==> config.mk <==
export PLATFORM = sky130hd
export DESIGN_NAME = arb2_mux_rr
export DESIGN_NICKNAME = d
export VERILOG_FILES = /design/src/rtl/arb2_mux_rr.sv
export SDC_FILE = /design/constraint.sdc
export NUM_CORES = 1
export LEC_CHECK = 0
export CAP_MARGIN = 20
export CORE_UTILIZATION = 34
export DETAILED_ROUTE_END_ITERATION = 10
export GPL_TIMING_DRIVEN = 0
export MAX_ROUTING_LAYER = met4
export PLACE_DENSITY = 0.75
export SLEW_MARGIN = 0
export SYNTH_ARGS = -nofsm -noshare
export SYNTH_HDL_FRONTEND = slang
export SYNTH_SLANG_ARGS = --single-unit
==> constraint.sdc <==
create_clock -name clk -period 2.7 [get_ports clk]
set_input_delay 0.27 -clock clk [delete_from_list [all_inputs] [get_ports clk]]
set_output_delay 0.27 -clock clk [all_outputs]
set_load 0.01 [all_outputs]
==> src/rtl/arb2_mux_rr.sv <==
// Two-requester round-robin arbiter driving a 2:1 data mux.
// Grants are bursts of up to MAX_BURST beats; the favored side alternates.
module arb2_mux_rr #(
  parameter int WIDTH     = 8,
  parameter int MAX_BURST = 4
) (
  input  logic             clk,
  input  logic             rst,
  input  logic             req0,
  input  logic             req1,
  input  logic [WIDTH-1:0] d0,
  input  logic [WIDTH-1:0] d1,
  output logic             gnt0,
  output logic             gnt1,
  output logic             select,
  output logic             out_valid,
  input  logic             out_ready,
  output logic [WIDTH-1:0] out_data
);

  localparam logic [1:0] IDLE   = 2'd0;
  localparam logic [1:0] GRANT0 = 2'd1;
  localparam logic [1:0] GRANT1 = 2'd2;

  localparam logic [3:0] LAST = 4'(MAX_BURST - 1);

  logic [1:0] state_q, state_d;
  logic [3:0] cnt_q, cnt_d;
  logic       prio_q, prio_d;
  logic       select_q;

  logic       xfer;
  logic       own_req;
  logic       oth_req;
  logic       burst_end;
  logic [1:0] oth_st;

  // Handshake and datapath outputs; valid is forced low during reset.
  always_comb begin
    out_valid = !rst &&
                (((state_q == GRANT0) && req0) ||
                 ((state_q == GRANT1) && req1));
    xfer      = out_valid && out_ready;
    gnt0      = xfer && (state_q == GRANT0);
    gnt1      = xfer && (state_q == GRANT1);
    select    = select_q;
    out_data  = select_q ? d1 : d0;
  end

  // Next-state, burst counter and priority update.
  always_comb begin
    state_d   = state_q;
    cnt_d     = cnt_q;
    prio_d    = prio_q;
    own_req   = (state_q == GRANT1) ? req1 : req0;
    oth_req   = (state_q == GRANT1) ? req0 : req1;
    oth_st    = (state_q == GRANT1) ? GRANT0 : GRANT1;
    burst_end = !own_req || (xfer && (cnt_q == LAST));
    unique case (1'b1)
      (state_q == IDLE): begin
        cnt_d = 4'd0;
        if (req0 && req1)
          state_d = prio_q ? GRANT1 : GRANT0;
        else if (req0)
          state_d = GRANT0;
        else if (req1)
          state_d = GRANT1;
      end
      (state_q == GRANT0),
      (state_q == GRANT1): begin
        if (burst_end) begin
          cnt_d  = 4'd0;
          prio_d = (state_q == GRANT0);
          if (oth_req)
            state_d = oth_st;
          else if (own_req)
            state_d = state_q;
          else
            state_d = IDLE;
        end else if (xfer) begin
          cnt_d = cnt_q + 4'd1;
        end
      end
      default: begin
        state_d = IDLE;
        cnt_d   = 4'd0;
      end
    endcase
  end

  // State registers; select tracks the state it is entering.
  always_ff @(posedge clk) begin
    if (rst) begin
      state_q  <= IDLE;
      cnt_q    <= 4'd0;
      prio_q   <= 1'b0;
      select_q <= 1'b0;
    end else begin
      state_q  <= state_d;
      cnt_q    <= cnt_d;
      prio_q   <= prio_d;
      select_q <= (state_d == GRANT1);
    end
  end

endmodule

==> qor.csv, run 1 <==
stage;metric;value;unit
status;outcome;completed;
floorplanning;Initial Utilization;0.375;
timing;fin crit period;2.50;ns
cts;clk buf depth;2;
cts;H-tree levels;1;
critical_path;crit path from;state_q[1];
layout;ant diodes;0;
critical_path;startpoint class of the critical path;flop;
placement;dpl hpwl;1360;um
critical_path;CP Data Arrival Time;2.23;ns
floorplanning;Top Ports;33;
power;Switching Share;0.310;
timing;Tcrit/Tclk final;0.927;
detailed_routing;vias after detailed routing;684;
cts;post-CTS setup buffers;0;
critical_path;Critical R2R Launch;state_q[1];
critical_path;Critical Path Fanout Max;7;
yosys;Post-Syn Area;668;um2
layout;post-layout net count;137;
global_route;GR Overflow Total;0;
timing;total negative slack;0;ns
timing;skew final;0.00334;ns
layout;most frequent cells in the layout;clkdlybuf4s50_1, mux2_2, nor2_1, dfxtp_1;
power;Leakage;0.000379;uW
yosys;Yosys Warn Count;0;
layout;commonest non-fill, non-tap cell in the layout;clkdlybuf4s50_1;
global_route;largest net degree at the start of global routing;11;
worst_hold_path;Tightest Hold Check Type;flop to flop;
detailed_routing;routed vias/inst;5.10;
timing;Final Hold Fails;0;
global_route;initial antenna violation count;0;
cts;Hold-fix buffers, CTS;0;
detailed_routing;ANT nets after route;0;
cts;CTS tree;built;
timing;RSZ-0062 raised after global routing;no;
yosys;synthesized flop and latch total;8;
detailed_routing;First-pass DRT Iterations;3;
placement;dpl cell area;0.00102;mm2
global_route;vias in the first global route;632;
floorplanning;Die Ht;46.3;um
placement;GPL Wtd Cong;0.927;
floorplanning;die width;46.3;um
power;Comb pwr share;0.429;
power;maximum VDD drop;195;uV
detailed_routing;Avg WL per Cell;12.6;um
layout;Layout area overhead;56.7;%
power;cell area power density;377;mW/mm2
cts;insertion delay to the later sink of the worst-skew pair;0.25;ns
yosys;post-synth cell types;33;
global_route;first-pass GRT wire length;2350;um
cts;Inserted Clock Buffers;3;
yosys;Post-Syn Nets;100;
floorplanning;# rows;15;
critical_path;reg2reg path depth;5;
worst_hold_path;hold path startpoint;prio_q;
timing;slew of the pin with the lowest slew margin;0.457;ns
power;cell internal pwr;272;uW
detailed_routing;DRT Wirelength;1680;um
timing;Slew headroom;0.692;
timing;Final Max Tran Viols;0;
cts;Sink Count;8;
detailed_routing;DRC Markers;0;
cts;Root Driver;clkbuf_4;
critical_path;crit path capture type;output pin;
floorplanning;Core Box Area;0.00178;mm2
timing;Setup Viol. Count Final;0;
global_route;gr usage total;0.158;
layout;post-route design area;0.00105;mm2
power;Reg power frac;0.335;
cts;clock slew at reported path FFs;0.06;ns
detailed_routing;DRT iter0 DRCs;4;
timing;fmax;0.400;GHz
floorplanning;die area;0.00215;mm2
yosys;sequential share of the synthesized area;0.240;
power;Clock power frac;0.236;
critical_path;Required @ worst endpoint;2.43;ns
placement;Port-buffer cells;32;
yosys;Post-Syn Instances;74;
yosys;Syn Area/Cell;9.03;um2
worst_hold_path;hold path depth;2;
critical_path;WS Path Type;flop to output pin;
layout;proportion of layout cells with a drive suffix above 1;0.174;
power;NetSw;122;uW
job;max-cap check violation count;0;
power by group through the flow:
stage / Sequential [uW] / Clock [uW] / Combinational (uW)
6_report: 132 / 93.0 / 169
5_1_grt: 134 / 98.9 / 182
4_1_cts: 132 / 94.4 / 169
3_5_place_dp: 135 / 0 / 168
3_3_place_gp: 135 / 0 / 164
2_1_floorplan: 133 / 0 / 92.7
per-layer routing:
layer | wire, um | up-vias | track usage
met5 | 0 | - | -
met4 | 0 | 0 | 0.0471
li1 | - | 344 | -
met2 | 819 | 35 | 0.294
met1 | 660 | 305 | 0.153
met3 | 203 | 0 | 0.0471
cell usage after synthesis:
master | count | area share
o21bai_1 | 1 | 0.011
nand3_1 | 2 | 0.015
nor4b_1 | 1 | 0.013
o41a_1 | 1 | 0.017
o21ai_0 | 2 | 0.015
mux2i_1 | 1 | 0.015
nor4bb_1 | 1 | 0.015
o221ai_1 | 1 | 0.013
maj3_1 | 1 | 0.015
ha_1 | 5 | 0.094
xnor2_1 | 3 | 0.039
a21boi_0 | 1 | 0.011
buf_4 | 1 | 0.011
mux2_2 | 10 | 0.17
clkbuf_1 | 1 | 0.0056
a21oi_1 | 2 | 0.015
nand3b_1 | 3 | 0.034
a221oi_2 | 1 | 0.022
a221o_1 | 1 | 0.015
nor2b_1 | 1 | 0.0094
a211oi_1 | 1 | 0.011
nor2_1 | 9 | 0.051
and2_1 | 2 | 0.019
or2_2 | 1 | 0.0094
nand2_1 | 1 | 0.0056
nor4_1 | 1 | 0.0094
and2b_1 | 2 | 0.022
a31oi_1 | 1 | 0.0094
dfxtp_1 | 8 | 0.24
and3_2 | 1 | 0.011
a22oi_2 | 1 | 0.019
inv_1 | 5 | 0.028
nor3b_1 | 1 | 0.011
cell type report:
cell class | count | area, um2
Clock buffer | 3 | 22.5
Multi-Input combinational cell | 59 | 483
Sequential cell | 8 | 160
Tap cell | 25 | 31.3
Fill cell | 170 | 736
Timing Repair Buffer | 32 | 320
Buffer | 2 | 11.3
Inverter | 5 | 18.8
worst max-delay path, cell delays in order (launching register included):
cell and delay [ns]:
dfxtp_1 0.46, ha_1 0.34, a22oi_2 0.15, nor3b_2 0.32, and2_1 0.17, clkdlybuf4s50_1 0.53
worst paths after layout:
check / endpoint / slack [ns]
setup / recovery: gnt0 / 0.20
hold / removal: prio_q / 0.52
setup reg to reg: select / 0.72
hold reg to reg: prio_q / 0.52
state kept, by name (all words and copies together), names as in the netlist:
register and flops:
cnt_q 4, state_q 2, prio_q 1, select 1
stage by stage:
step | util | power [uW] | cells | hold slack, ns | setup WS (ns)
6_report | 0.587 | 394 | 134 | 0.523 | 0.197
5_1_grt | 0.587 | 414 | 134 | 0.530 | 0.0437
4_1_cts | 0.587 | 396 | 134 | 0.516 | 0.170
3_5_place_dp | 0.572 | 302 | 131 | 0.508 | 0.194
3_3_place_gp | 0.572 | 299 | 131 | 0.501 | 0.210
2_1_floorplan | - | 226 | 74 | 0.339 | 0.980
timing repair:
action,CTS,global route
endpoints found under the hold margin,0,0
gates resized for setup,1,0
setup endpoints to repair,2,0
kinds of logic after synthesis:
| logic type | synth area share |
|---|---|
| buffers and inverters | 0.0449 |
| multiplexers | 0.184 |
| AO/OA/AOI/OAI | 0.159 |
| AND/OR/NAND/NOR | 0.225 |
| adder cells (fa/ha/maj) | 0.109 |
| XOR/XNOR | 0.0393 |
| flip-flops | 0.240 |
No activity file was read; power rests on OpenSTA's default activity.
==> run 2: changes to the inputs <==
--- a/config.mk
+++ b/config.mk
@@ -8,9 +8,11 @@
 export CAP_MARGIN = 20
 export CORE_UTILIZATION = 34
 export DETAILED_ROUTE_END_ITERATION = 10
+export GPL_ROUTABILITY_DRIVEN = 1
 export GPL_TIMING_DRIVEN = 0
 export MAX_ROUTING_LAYER = met4
 export PLACE_DENSITY = 0.75
+export SKIP_LAST_GASP = 1
 export SLEW_MARGIN = 0
 export SYNTH_ARGS = -nofsm -noshare
 export SYNTH_HDL_FRONTEND = slang
==> results of run 2 <==
Same layout as run 1: the final DEF is identical, and so are final timing and power.
==> RTL change 1: new RTL, settings of run 2 <==
Change the parameter `WIDTH` from 8 to 10.
--- a/src/rtl/arb2_mux_rr.sv
+++ b/src/rtl/arb2_mux_rr.sv
@@ -2,5 +2,5 @@
 // Grants are bursts of up to MAX_BURST beats; the favored side alternates.
 module arb2_mux_rr #(
-  parameter int WIDTH     = 8,
+  parameter int WIDTH     = 10,
   parameter int MAX_BURST = 4
 ) (
Ports: changed (resized d0, d1 and out_data); port bits go from 33 to 39. The function was not compared with the original's and may differ.
==> RTL change 1 against run 2 <==
Synthesized cell count grew 2.7%; design area grew 7.9%; total power grew 3.4%; setup slack gained 3.3 ps; sequential cell count is the same; area after synthesis grew 3.4%; wire length grew 1.7%; hold slack lost 6.5 ps; largest cell class unchanged; register-to-register slack lost 20 ps.
==> RTL change 1: results (changes against run 2) <==
clock slew at reported path FFs=60 ps (about the same); root buffer cell=sky130_fd_sc_hd__clkbuf_4; worst vdd rail ir drop=293 µV (+51%); endpoint with the worst hold slack=prio_q; routing usage on met3=6.92% (+2.2 points); number of input and output port buffers inserted=38 (+19%); critical path's top delay family=buffers and inverters; Post-CTS Setup Bufs=0 (unchanged); DR WL/cell=12.1 µm (-4.0%); placed wire-length estimate after detailed placement=1390 µm (+2.0%); DRC marker count from the first detailed-route iteration=5 (+1); number of filler instances in the final layout=166 (-2.4%); outcome=finished, final reports clean; end point of the critical path=gnt1; fraction of area in non-clock buffers=34.7% (+3.0 points); final setup skew=8.64 ps (+5.31 ps); synth warn=0 (unchanged); clock network share of area=1.99% (-0.16 points); nets=149 (+8.8%); clock buffer depth=2 (unchanged); Total GRT Usage=17.3% (+1.5 points); crit path max-delay cell type=sky130_fd_sc_hd__clkdlybuf4s50_1; share of final-layout standard cells stronger than drive strength 1=17.9% (+0.52 points); biggest regs=cnt_q x4, state_q x2; Clock Latency Late Sink=250 ps (about the same); cells taking the most area after synthesis=sky130_fd_sc_hd__dfxtp_1 (23%), sky130_fd_sc_hd__mux2_2 (20%), sky130_fd_sc_hd__ha_1 (9.1%); Final Wtd Congestion=0.889 (-4.2%); vias in the first global route=671 (+6.2%); via count=734 (+7.3%); global-route wire length before repair=2660 µm (+13%); worst reg-to-reg setup slack=700 ps (-20 ps); global-route track usage on met2=31.1% (+1.7 points); cell depth of the worst flop-to-flop path=5 (unchanged); top layer reached by signal wires=met4; launch instance of the worst min-delay path=prio_q; Hold Path Cell Cnt=2 (unchanged); Static Leakage=0.410 nW (+8.1%); post-synthesis sequential area ratio=23.2% (-0.78 points); commonest cells in the synthesized netlist=sky130_fd_sc_hd__mux2_2 (12), sky130_fd_sc_hd__nor2_1 (9), sky130_fd_sc_hd__dfxtp_1 (8); DRT met1 WL=695 µm (+5.3%); count of flip-flops and latches=8 (unchanged); multi-input combinational cell count=61 (+3.4%); Setup crit end kind=primary output; prevailing post-synth register cell=sky130_fd_sc_hd__dfxtp_1; antenna violations before repair=0 (unchanged); DR pass1 iterations=4 (+1); GR met1 Demand/Resource=17.5% (+2.3 points); total grt overflow=0 (unchanged); metal3 WL=263 µm (+30%); worst setup path startpoint=state_q[1]; pin slew with the least headroom to its limit=505 ps (+47.4 ps); P_int=284 µW (+4.4%); wire length on met2=749 µm (-8.5%); proportion of cell area occupied by registers=14.2% (-1.1 points); post-synthesis net count=106 (+6.0%); nonclk buf count=40 (+18%); Multi-input gate area=505 µm² (+4.7%)
[RTL change 1: cell types whose count changed after synthesis]
cell,change
sky130_fd_sc_hd__mux2_2,+2
[RTL change 1: repair_timing]
action / CTS / global route
hold buffers: 0 / 0
setup endpoints to repair: 2 / 0
gates resized for setup: 1 / 0
[RTL change 1: cells by family (layout without fill, tap and decap cells)]
| logic type | Yosys count | in the layout | synth area share, % |
|---|---|---|---|
| AND/OR/NAND/NOR | 26 | 26 | 21.7 |
| AO/OA/AOI/OAI | 13 | 13 | 15.4 |
| multiplexers | 13 | 13 | 21.0 |
| flip-flops | 8 | 8 | 23.2 |
| buffers and inverters | 7 | 48 | 4.35 |
| adder cells (fa/ha/maj) | 6 | 6 | 10.5 |
| XOR/XNOR | 3 | 3 | 3.81 |
[RTL change 1: per-stage QoR]
| step | area, µm² | setup WS, ps | instances | util [%] | hold slack, ps |
|---|---|---|---|---|---|
| final | 1130 | 201 | 142 | 62.1 | 516 |
| after global routing | 1130 | 57.2 | 142 | 62.1 | 554 |
| after CTS | 1130 | 163 | 142 | 62.1 | 518 |
| after detailed placement | 1100 | 208 | 139 | 60.5 | 509 |
| after global placement | 1100 | 221 | 139 | 60.5 | 510 |
| after floorplan | 691 | 980 | 76 | - | 339 |
[RTL change 1: power groups by stage]
stage / Sequential, mW / Combinational, mW / Clock (mW)
2_1_floorplan: 0.133 / 0.0985 / 0
3_3_place_gp: 0.135 / 0.180 / 0
3_5_place_dp: 0.135 / 0.183 / 0
4_1_cts: 0.133 / 0.184 / 0.0945
5_1_grt: 0.134 / 0.202 / 0.101
6_report: 0.133 / 0.183 / 0.0916
==> RTL change 2: new RTL, settings of run 2 <==
Made on the original files. One comparison of `cnt_q` changes from == to >=.
--- a/src/rtl/arb2_mux_rr.sv
+++ b/src/rtl/arb2_mux_rr.sv
@@ -56,5 +56,5 @@
     oth_req   = (state_q == GRANT1) ? req0 : req1;
     oth_st    = (state_q == GRANT1) ? GRANT0 : GRANT1;
-    burst_end = !own_req || (xfer && (cnt_q == LAST));
+    burst_end = !own_req || (xfer && (cnt_q >= LAST));
     unique case (1'b1)
       (state_q == IDLE): begin
Behaviour: same outputs for any inputs over 10 cycles, from zero or initial values and one cycle with rst high; that may be too few to reach the edited logic, so the function may still have changed.
==> RTL change 2 against run 2 <==
Hold slack worse by 21 ps; maximum frequency is 9.0% higher; synthesized cell count is 5.4% lower; global-route usage is 0.27 points lower; count of clock-buffer cells in the layout stayed put; clock power is 1% lower; wire length is 12% lower; sequential cell count stayed put; total power is 8.7% higher; area after synthesis is 1.9% lower; non-clock buffer count is 1 lower; combinational power is 19% higher; design area is 1.7% lower; setup slack better by 210 ps; critical endpoint is now gnt1.
==> RTL change 2: results (changes against run 2) <==
number of filler instances in the final layout=178 (+4.7%); outcome=finished, final reports clean; commonest cells in the synthesized netlist=sky130_fd_sc_hd__dfxtp_1 (8), sky130_fd_sc_hd__mux2_1 (8), sky130_fd_sc_hd__nor2_1 (6); nets=133 (-2.9%); PostCTS Resize Cnt=0 (-1); worst setup path startpoint=state_q[0]; DRC marker count from the first detailed-route iteration=3 (-1); post-synthesis sequential area ratio=24.4% (+0.46 points); Final Wtd Congestion=0.769 (-17%); cell depth of the worst flop-to-flop path=6 (+1); DRT met1 WL=563 µm (-15%); largest net degree at the start of global routing=9 (-2); final wirelength=1480 µm (-12%); count of different cell masters after synthesis=35 (+6.1%); metal3 WL=183 µm (-9.9%); wire length on met2=713 µm (-13%); worst vdd rail ir drop=315 µV (+62%); placed wire-length estimate after detailed placement=1250 µm (-8.3%); max_slew headroom=72.3% (+3.0 points); cells taking the most area after synthesis=sky130_fd_sc_hd__dfxtp_1 (24%), sky130_fd_sc_hd__mux2_1 (14%), sky130_fd_sc_hd__ha_1 (9.5%); worst reg-to-reg setup slack=780 ps (+60 ps); Data arrival, critical path=2030 ps (-200 ps); DR WL/cell=11.4 µm (-9.4%); synthesized area per cell=9.37 µm² (+3.7%); vias in the first global route=587 (-7.1%); DR pass1 iterations=2 (-1)
==> RTL change 2: cell count changes in the layout (fill, tap and decap cells not counted), moves of 2 or more <==
cell | before | now
sky130_fd_sc_hd__and3_1 | 0 | 2
sky130_fd_sc_hd__nand3b_1 | 3 | 0
sky130_fd_sc_hd__and2b_1 | 2 | 0
sky130_fd_sc_hd__mux2_1 | 0 | 8
sky130_fd_sc_hd__nor2_1 | 9 | 6
sky130_fd_sc_hd__and2_1 | 2 | 0
sky130_fd_sc_hd__mux2_2 | 10 | 0
sky130_fd_sc_hd__o21ai_0 | 2 | 4
==> RTL change 2: worst min path at each step <==
| stage | to | slack [ps] | depth (start not counted) |
|---|---|---|---|
| 2_1_floorplan | prio_q | 340 | 1 |
| 3_3_place_gp | prio_q | 470 | 2 |
| 3_5_place_dp | prio_q | 500 | 2 |
| 4_1_cts | prio_q | 520 | 2 |
| 5_1_grt | prio_q | 550 | 2 |
| 6_report | prio_q | 500 | 2 |
==> RTL change 2: worst max-delay path: stages, from the launching register on <==
cell	delay (ps)
sky130_fd_sc_hd__dfxtp_1	400
sky130_fd_sc_hd__inv_1	120
sky130_fd_sc_hd__ha_1	300
sky130_fd_sc_hd__a22o_2	330
sky130_fd_sc_hd__and3_1	160
sky130_fd_sc_hd__clkdlybuf4s50_1	470
==> RTL change 2: cells by family after synthesis <==
group	Yosys count	share of synthesized area, %
AND/OR/NAND/NOR	22	19.7
AO/OA/AOI/OAI	17	22.7
multiplexers	10	16.8
flip-flops	8	24.4
buffers and inverters	5	2.86
adder cells (fa/ha/maj)	5	9.54
XOR/XNOR	3	4.01
==> RTL change 2: final cells by class <==
class                           instances  share of cell area, %
Buffer                                  1                  0.365
Tap cell                               25                   3.04
Sequential cell                         8                   15.6
Inverter                                4                   1.46
Timing Repair Buffer                   32                   31.1
Clock buffer                            3                   2.19
Multi-Input combinational cell         57                   46.3
==> RTL change 2: where the power goes <==
group,switching (mW),internal (mW)
clock,0.0412,0.0509
combinational,0.0871,0.114
sequential,0.00797,0.127
==> RTL change 2: metal layers <==
metal	up-vias	track usage [%]
met5	-	-
met4	0	5.29
met3	3	4.76
met2	32	30.1
met1	288	13.7
li1	324	-
==> RTL change 2: stage by stage <==
stage / total power, mW / worst slack [ps]
after floorplan: 0.256 / 956
after CTS: 0.437 / 384
final: 0.428 / 404
after detailed placement: 0.341 / 652
after global placement: 0.336 / 667
after global routing: 0.459 / 281
